--- src/rtl/pipe_latch.sv ---
// Pipeline stage latch: valid/ready handshake, two-entry skid buffer, synchronous flush.
// Define PIPE_LATCH_PERF_EN to build the saturating stall/bubble counters; otherwise they read 0.
module pipe_latch #(
  parameter int WIDTH = 32,
  parameter int CNT_W = 32
) (
  input  logic             CLK,
  input  logic             RST,
  input  logic             in_valid,
  output logic             in_ready,
  input  logic [WIDTH-1:0] in_data,
  output logic             out_valid,
  input  logic             out_ready,
  output logic [WIDTH-1:0] out_data,
  input  logic             flush,
  output logic [CNT_W-1:0] stall_cnt,
  output logic [CNT_W-1:0] bubble_cnt
);

  typedef enum logic [1:0] {
    ST_EMPTY = 2'd0,
    ST_ONE   = 2'd1,
    ST_FULL  = 2'd2
  } state_t;

  state_t           state_q;
  logic [WIDTH-1:0] main_q;
  logic [WIDTH-1:0] skid_q;
  logic             in_fire;
  logic             out_fire;

  // Handshake: a transfer happens on a side only in a cycle where its valid and
  // ready are both high. in_ready comes from registered state and flush only,
  // so no combinational path runs from out_ready back to upstream.
  assign out_valid = (state_q != ST_EMPTY) && !flush;
  assign in_ready  = (state_q != ST_FULL) && !flush;
  assign in_fire   = in_valid && in_ready;
  assign out_fire  = out_valid && out_ready;
  assign out_data  = main_q;

  always_ff @(posedge CLK or posedge RST) begin
    if (RST) begin
      state_q <= ST_EMPTY;
      main_q  <= '0;
      skid_q  <= '0;
    end else if (flush) begin
      state_q <= ST_EMPTY;
    end else begin
      case (state_q)
        ST_EMPTY: begin
          if (in_fire) begin
            state_q <= ST_ONE;
            main_q  <= in_data;
          end
        end
        ST_ONE: begin
          if (in_fire && out_fire) begin
            main_q <= in_data;
          end else if (in_fire) begin
            state_q <= ST_FULL;
            skid_q  <= in_data;
          end else if (out_fire) begin
            state_q <= ST_EMPTY;
          end
        end
        ST_FULL: begin
          if (out_fire) begin
            state_q <= ST_ONE;
            main_q  <= skid_q;
          end
        end
        default: state_q <= ST_EMPTY;
      endcase
    end
  end

`ifdef PIPE_LATCH_PERF_EN
  logic [CNT_W-1:0] stall_q;
  logic [CNT_W-1:0] bubble_q;
  logic             stall_hit;
  logic             bubble_hit;

  // out_valid is already low during flush, but the bubble term must exclude flush explicitly.
  assign stall_hit  = out_valid && !out_ready;
  assign bubble_hit = !flush && (state_q == ST_EMPTY) && out_ready;

  always_ff @(posedge CLK or posedge RST) begin
    if (RST) begin
      stall_q  <= '0;
      bubble_q <= '0;
    end else begin
      if (stall_hit && (stall_q != '1)) stall_q <= stall_q + CNT_W'(1);
      if (bubble_hit && (bubble_q != '1)) bubble_q <= bubble_q + CNT_W'(1);
    end
  end

  assign stall_cnt  = stall_q;
  assign bubble_cnt = bubble_q;
`else
  assign stall_cnt  = '0;
  assign bubble_cnt = '0;
`endif

endmodule

--- config.mk ---
export PLATFORM = sky130hd
export DESIGN_NAME = pipe_latch
export DESIGN_NICKNAME = d
export VERILOG_FILES = /design/src/rtl/pipe_latch.sv
export SDC_FILE = /design/constraint.sdc
export NUM_CORES = 1
export LEC_CHECK = 0
export ABC_AREA = 1
export ABC_CLOCK_PERIOD_IN_PS = 2200
export CAP_MARGIN = 5
export CORE_MARGIN = 3
export CORE_UTILIZATION = 40
export DETAILED_ROUTE_END_ITERATION = 8
export PLACE_DENSITY = 0.77
export SLEW_MARGIN = 15
export SYNTH_ARGS = -nofsm -noshare
export SYNTH_HDL_FRONTEND = slang
export SYNTH_SLANG_ARGS = --single-unit
--- constraint.sdc ---
create_clock -name CLK -period 2.2 [get_ports CLK]
set_clock_uncertainty 0.05 [all_clocks]
set_input_delay 0.44 -clock CLK [delete_from_list [all_inputs] [get_ports CLK]]
set_output_delay 0.44 -clock CLK [all_outputs]
set_load 0.05 [all_outputs]
==> metrics.md, run 1 <==
| Metric | Value |
|---|---|
| Status | `completed` |
| Die ar. | `about 10000 um^2` |
| DP Wirelength | `5070 um` |
| Root Buffer | `clkbuf_8` |
| Post-DP Area | `4100 um^2` |
| RSZ-0062 raised after global routing | `false` |
| Max-slew violation count | `0` |
| Chip width | `~100 um` |
| DRC | `0` |
| Slew HR | `0.643` |
| Crit Path Class | `flop to output port` |
| CP peak stage delay | `between 0.8 and 0.9 ns` |
| Startpoint types | `flop` |
| Syn avg cell area | `~7.9 um^2` |
| R2R depth | `7` |
| CTS buffer count | `9` |
| Distinct cells, synth | `23` |
| Initial antenna violation count | `0` |
| Synthesized instance count | `roughly 450` |
| Largest net degree at the start of global routing | `67` |
| GRT Resource Usage Total | `0.146` |
| Initial Util | `0.422` |
| Final RePlAce weighted congestion | `around 0.79` |
| Max Cap Violations | `0` |
| DR iter-0 viols | `between 100 and 150` |
| Detailed Routing Iterations Pass 1 | `4` |
| # diodes | `0` |
| Row count | `33` |
| PwrDens | `1290 nW/um^2` |
| DRT Wirelength | `just over 7000 um` |
| Worst-case clock buffer depth | `2` |
| Maximum clock rate | `just under 500 MHz` |
| Die Y | `100 um` |
| First-pass GRT wire length | `between 10000 and 15000 um` |
| Fin. Hold Viols | `0` |
| Worst-path maximum fanout | `2` |
| Sink Count | `66` |
| Area growth syn-to-layout | `21.5%` |
| WL per Instance | `~11 um` |
| Worst skew pair latency | `0.33 ns` |
| Worst Setup End Kind | `output port` |
| Grt ovf | `0` |
| Hold Crit Class | `flop to flop` |
| Worst Setup SP | `out_data[19]` |
| Buf/Inv on CP | `1` |
| Crit path required time | `1.71 ns` |
| Number of global-route vias before repair | `roughly 2500` |
| Hold Slack | `between 0.4 and 0.5 ns` |
| Post-CTS Setup Bufs | `0` |
| Detail Route Antenna Nets | `0` |
| Final Instance Area | `roughly 4300 um^2` |
| Crit path depth | `1` |
| Via/cell ratio | `~4.4` |
| CP delay by family, top | `buffers and inverters` |
| Peak supply drop | `between 0.5 and 0.6 mV` |
| Yosys warns | `0` |
| Final WS setup | `between 0.15 and 0.2 ns` |
| Worst Path Arrival | `1.53 ns` |
| I/O pin cnt | `135` |
| Post_cts resized | `0` |
| Leading area contributor after synthesis | `dfrtp_1` |
| Core ar. | `around 8400 um^2` |
| # nets final | `roughly 550` |
| Routed vias | `roughly 2700` |
| Leakage | `2.18 nW` |
| Final setup viols | `0` |
| Htree depth | `3` |
| Reg2Reg Setup Slack | `about 0.55 ns` |
| Synthesized area | `roughly 3500 um^2` |
| Port bufs | `70` |
| Number of synthesized register bits | `between 60 and 70` |
| TNS Setup | `0 ns` |
| Fill count | `roughly 830` |
| Reg2reg end | `out_data[21]` |
| Hold_buf cts | `0` |
| Final core occ | `0.513` |
| Critical R2R Launch | `state_q[1]` |
| Setup WS pre-CTS | `roughly 0.07 ns` |
| CTS tree | `done` |
| Sequential area share after synthesis | `0.467` |
| Final cycle utilization of the critical path | `0.919` |
| Share of the synthesized area in the top cell type | `0.467` |
| Layout cell share with drive strength beyond 1 | `0.0659` |
| Worst setup endpoint | `out_data[19]` |
| Synth top area cells | `dfrtp_1 (47%), nand2_1 (15%), buf_4 (14%), o21ai_0 (8.5%), nand3_1 (5.0%)` |
| CTS clk-pin slew, worst paths | `approximately 0.070 ns` |
| Crit-path slowest cell | `clkdlybuf4s50_1` |
| CP cell instances | `clkdlybuf4s50_1` |
| Crit path time final | `around 2 ns` |
| Worst Max-Slew Pin Slew | `between 0.5 and 0.6 ns` |
==> cell type report <==
class / instances / area, um^2 / area share
Sequential cell: 66 / 1650 / 0.384
Multi-Input combinational cell: 316 / 1360 / 0.317
Timing Repair Buffer: 78 / 806 / 0.188
Inverter: 40 / 150 / 0.0349
Clock buffer: 12 / 145 / 0.0338
Tap cell: 105 / 131 / 0.0306
Clock inverter: 4 / 51.3 / 0.0119
==> how the worst min path moves through the flow <==
| stage | startpoint | end | slack [ns] | cells past startpoint |
|---|---|---|---|---|
| after floorplan | skid_q[1] | skid_q[1] | 0.43 | 2 |
| after global placement | out_data[31] | out_data[31] | 0.41 | 2 |
| after CTS | out_data[31] | out_data[31] | 0.42 | 2 |
| after detailed placement | out_data[31] | out_data[31] | 0.41 | 2 |
| after global routing | out_data[5] | out_data[5] | 0.45 | 2 |
| final | out_data[31] | out_data[31] | 0.42 | 2 |
==> power by group <==
| group | internal [mW] | total [mW] | switching, mW | leakage (nW) |
|---|---|---|---|---|
| sequential | 1.75 | 1.99 | 0.238 | 0.805 |
| clock | 0.556 | 1.00 | 0.447 | 0.0966 |
| combinational | 0.758 | 2.53 | 1.77 | 1.28 |
==> kinds of logic (layout without fill, tap and decap cells) <==
group / count (synthesis) / count (layout) / synth area share
flip-flops: 66 / 66 / 0.467
AND/OR/NAND/NOR: 185 / 185 / 0.218
buffers and inverters: 126 / 134 / 0.215
other: 1 / 64 / 0.00106
AO/OA/AOI/OAI: 67 / 67 / 0.0990
==> Yosys cell counts <==
master,count
nand2_1,138
buf_4,67
dfrtp_1,66
o21ai_0,60
inv_1,39
nand3_1,35
buf_2,11
clkbuf_1,5
nor2_1,4
o21ai_1,4
buf_6,3
nand2_2,2
a21oi_1,1
a21oi_2,1
a21oi_4,1
conb_1,1
inv_2,1
nand2_4,1
nand3_2,1
nand4_1,1
nor2_2,1
nor2_4,1
nor3_1,1
==> routing by layer <==
layer  track usage  up-vias  routed length (um)
li1              -     1390                   -
met1         0.189     1225                3040
met2         0.240      110                3430
met3        0.0278        8                 496
met4        0.0653        0                 100
met5             0        -                   0
==> cell usage in the layout (no fill, tap or decap), types with 6 or more instances in the layout <==
| cell | synthesis | routed |
|---|---|---|
| clkbuf_8 | 0 | 10 |
| buf_4 | 67 | 6 |
| nand3_1 | 35 | 35 |
| conb_1 | 1 | 64 |
| dfrtp_1 | 66 | 66 |
| clkdlybuf4s50_1 | 0 | 68 |
| o21ai_0 | 60 | 60 |
| inv_1 | 39 | 38 |
| nand2_1 | 138 | 138 |
==> sequential cells by signal (all words and copies together) (netlist names) <==
signal / flops
skid_q: 32
state_q: 2
out_data: 32
==> per-stage QoR <==
| step | power [mW] | instances |
|---|---|---|
| 5_1_grt | 5.86 | 621 |
| 3_5_place_dp | 4.55 | 605 |
| 6_report | 5.52 | 621 |
| 3_3_place_gp | 4.49 | 605 |
| 4_1_cts | 5.58 | 621 |
| 2_1_floorplan | 3.84 | 508 |
No activity file was read; power rests on OpenSTA's default activity.
==> run 2, diff against run 1 <==
Settings changed: DONT_BUFFER_PORTS set to 1, PLACE_DENSITY 0.77 to unset.
==> run 2 against run 1 <==
Effect of this change:
- flip-flop and latch count unchanged
- count of clock-buffer cells in the layout down 1
- design area is 15% lower
- non-clock buffer count down 70
- largest cell class unchanged
- largest power group is now sequential cells
==> metrics.md, run 2 (same netlist as run 1, synthesis figures left out) <==
| Metric | Value |
|---|---|
| DR iter-0 viols | `70` |
| Worst skew pair latency | `~0.34 ns` |
| Die ar. | `around 10000 um^2` |
| DP Wirelength | `a little over 5000 um` |
| Reg2Reg Setup Slack | `between 0.3 and 0.4 ns` |
| # nets final | `478` |
| PwrDens | `roughly 1400 nW/um^2` |
| First-pass GRT wire length | `between 10000 and 15000 um` |
| Final RePlAce weighted congestion | `0.729` |
| R2R depth | `9` |
| CTS clk-pin slew, worst paths | `approximately 0.070 ns` |
| TNS Setup | `0 ns` |
| Multi-input logic area | `about 1400 um^2` |
| Hold Crit Class | `input port to async pin` |
| Crit Path Class | `flop to output port` |
| Worst Max-Slew Pin Slew | `just over 0.7 ns` |
| CTS buffer count | `9` |
| Final setup viols | `0` |
| DRC | `0` |
| Worst Setup End Kind | `output port` |
| Detail Route Antenna Nets | `0` |
| Largest net degree at the start of global routing | `52` |
| Commonest non-fill, non-tap cells in the layout | `nand2_1 (138), dfrtp_1 (66), conb_1 (64)` |
| Critical R2R Launch | `state_q[0]` |
| Leakage | `approximately 2 nW` |
| CP delay by family, top | `flip-flops` |
| Initial antenna violation count | `0` |
| Startpoint types | `flop` |
| Sink Count | `66` |
| Max Cap Violations | `0` |
| Grt ovf | `0` |
| Slew HR | `0.516` |
| WL per Instance | `around 14 um` |
| Worst Path Arrival | `~1.5 ns` |
| Routed vias | `2545` |
| Root Buffer | `clkbuf_8` |
| Area growth syn-to-layout | `3.01%` |
| Maximum clock rate | `a little over 500 MHz` |
| Sequential standard cell area | `between 1500 and 2000 um^2` |
| Htree depth | `3` |
| Status | `completed` |
| Layout cell share with drive strength beyond 1 | `0.0762` |
| Crit-path slowest cell | `dfrtp_1` |
| Initial Util | `0.422` |
| Detailed Routing Iterations Pass 1 | `4` |
| Via/cell ratio | `around 4.6` |
| Leading cell type in the layout, fill and taps excluded | `nand2_1` |
| Fin. Hold Viols | `0` |
| CP cell instances | `inv_2 > nand2_2 > nand2_1 > inv_1 > buf_12` |
| CP peak stage delay | `roughly 0.44 ns` |
| # diodes | `0` |
| Worst-path maximum fanout | `17` |
| Final cycle utilization of the critical path | `0.901` |
| Total power draw | `between 5 and 6 mW` |
| Core ar. | `around 8400 um^2` |
| CTS tree | `done` |
| Fill count | `~850` |
| Crit path required time | `1.71 ns` |
| Post-CTS Setup Bufs | `0` |
| Crit path time final | `just under 2 ns` |
| Port bufs | `0` |
| Max-slew violation count | `0` |
| RSZ-0062 raised after global routing | `false` |
| Number of global-route vias before repair | `about 2400` |
| Chip width | `about 100 um` |
| Worst-case clock buffer depth | `2` |
| Peak supply drop | `0.617 mV` |
| Reg2reg end | `out_data[2]` |
| Row count | `33` |
| Post_cts resized | `0` |
| DRT Wirelength | `around 7500 um` |
| Hold_buf cts | `0` |
| GRT Resource Usage Total | `0.150` |
| Die Y | `roughly 100 um` |
| I/O pin cnt | `between 100 and 150` |
| Buf/Inv on CP | `3` |
## run 2: worst register-to-register path: cells and delay by family (launching register included)
family,cells,cell delay (ns)
simple gates,7,0.90
flops,1,0.44
buf+inv,2,0.42
## run 2: how the worst max path moves through the flow
stage,from,to,cells past startpoint
after detailed placement,state_q[0],out_data[5],9
after floorplan,RST,out_data[0],1
after CTS,state_q[0],in_ready,5
after global placement,state_q[0],out_data[5],9
final,state_q[0],in_ready,5
after global routing,state_q[0],in_ready,5
## run 2: power breakdown
part / total, mW / switching (mW) / leakage (nW) / internal [mW]
Clock: 1.28 / 0.464 / 0.129 / 0.811
Combinational: 1.05 / 0.763 / 1.01 / 0.286
Sequential: 2.91 / 1.17 / 0.805 / 1.73
Total: 5.23 / 2.40 / 1.94 / 2.83
## run 2: stage by stage
step / setup WS [ns] / cells / instance area, um^2 / utilization / hold WS (ns)
5_1_grt: 0.0742 / 551 / 3640 / 0.435 / 0.105
3_3_place_gp: 0.452 / 535 / 3390 / 0.405 / 0.447
3_5_place_dp: 0.335 / 535 / 3390 / 0.405 / 0.444
4_1_cts: 0.176 / 551 / 3640 / 0.435 / 0.0695
6_report: 0.219 / 551 / 3640 / 0.435 / 0.0563
2_1_floorplan: 0.0552 / 508 / 3770 / - / 0.433
## run 2: layer usage
metal,share of wire,up-vias,global-route usage
met5,0,-,0
met4,0.012,0,0.0580
met3,0.10,10,0.0528
met2,0.46,105,0.239
met1,0.42,1178,0.188
li1,-,1252,-
## run 2: final cells by class
class / instances / area share
well taps: 105 / 0.0361
clock buffers: 11 / 0.0416
clock inverters: 5 / 0.0275
flip-flops and latches: 66 / 0.453
inverters: 40 / 0.0412
repair buffers: 8 / 0.0268
multi-input cells: 316 / 0.374
==> edit, RTL diff (settings of run 2) <==
The option `PIPE_LATCH_PERF_EN` is turned on by a define.
--- a/src/rtl/pipe_latch.sv
+++ b/src/rtl/pipe_latch.sv
@@ -2,2 +2,4 @@
 // Define PIPE_LATCH_PERF_EN to build the saturating stall/bubble counters; otherwise they read 0.
+`define PIPE_LATCH_PERF_EN
+
 module pipe_latch #(
Formal check against the unedited RTL: not equivalent (Yosys sat finds a counterexample within 4 cycles, from zero or initial values and one cycle with RST high).
==> edit against run 2 <==
Fmax increased by 2.2%. Non-clock buffer count rose by 73. Cell area increased by 140%. Power rose by 55%. Worst setup slack improved by 43 ps. Area after synthesis is 110% higher. Sequential power increased by 38%. Worst hold slack improved by 37 ps. Synthesized cell count is 140% higher. Die area up 99%. Register-to-register slack got worse by 70 ps. Sequential cell count up 64. Routed wire length grew 150%. Critical endpoint is now bubble_cnt[11]$_DFFE_PP0P_. Largest power group unchanged.
==> edit: results (changes against run 2) <==
- In this design, the largest share of critical-path delay is due to simple AND/OR/NAND/NOR gates.
- The proportion of layout cells with a drive suffix above 1 is 11.8% (+4.2 points).
- The average wire length per cell after detail routing came to 13.4 um (-1.5%).
- The flow ran to the end, and the final reports show no timing, DRC or antenna violations.
- The last weighted congestion value of the routability-driven placer is 0.883 (+21%).
- The actual transition at the worst max-transition pin is 705 ps (-19.7 ps).
- The placed instance count is 1340 (+150%).
- The slack of the critical path is 262 ps (+43.1 ps).
- The top fanout value on the critical path is 28 (+11).
- The final net count is 1174 (+150%).
- The relative contribution of sequential cells to total power is 49.5% (-6.1 points).
- The via count of the first global-routing pass is 6015 (+150%).
- The unique cell type count in the Yosys netlist is 29 (+26%).
- The combined global-route utilization of all metal layers is 19.1% (+4.0 points).
- The number of violations reported at the end of detailed-routing iteration 0 is 342 (+390%).
- The start point of the critical path is bubble_cnt[0]$_DFFE_PP0P_.
- The sum of net half-perimeters after detailed placement came to 13.5 mm (+160%).
- The area after detailed placement is 8100 um^2 (+140%).
- The maximum resistive drop on vdd came to 0.000750 V (+22%).
- The largest net degree at the start of global routing is 65 (+25%).
- The leakage power summed over all cells came to 4.34 nW (+120%).
- The clock root buffer is sky130_fd_sc_hd__clkbuf_16.
- The capturing point of the worst reg2reg path is bubble_cnt[11]$_DFFE_PP0P_.
- The number of buffers created by CTS is 17 (+8).
- Counting instances in the post-synthesis netlist gives the leading cell types as sky130_fd_sc_hd__nand2_1, sky130_fd_sc_hd__dfrtp_1, sky130_fd_sc_hd__inv_1.
- The per-cell via count in the routed design is 4.69 (+1.5%).
## edit: changes by cell type in the layout (fill, tap and decap cells not counted), moves of 64 or more
cell | before | now
sky130_fd_sc_hd__buf_4 | 5 | 74
sky130_fd_sc_hd__conb_1 | 64 | 0
sky130_fd_sc_hd__dfrtp_1 | 66 | 130
sky130_fd_sc_hd__inv_1 | 38 | 120
sky130_fd_sc_hd__nand2_1 | 138 | 479
sky130_fd_sc_hd__nor2_1 | 4 | 100
## edit: cell type report
class,count,area (um^2)
Clock buffer,20,457
Clock inverter,12,121
Fill cell,1756,8910
Inverter,125,475
Multi-Input combinational cell,780,3410
Sequential cell,130,3250
Tap cell,225,282
Timing Repair Buffer,81,686
## edit: repair_timing
| item | CTS | global route |
|---|---|---|
| hold endpoints to repair | 22 | 0 |
| endpoints found under the setup margin | 0 | 0 |
| hold buffers | 1 | 0 |
## edit: metal layers
metal,routed length [um],vias up
met1,8580,2872
met5,0,-
met4,143,0
met2,8060,156
met3,1580,10
li1,-,3396
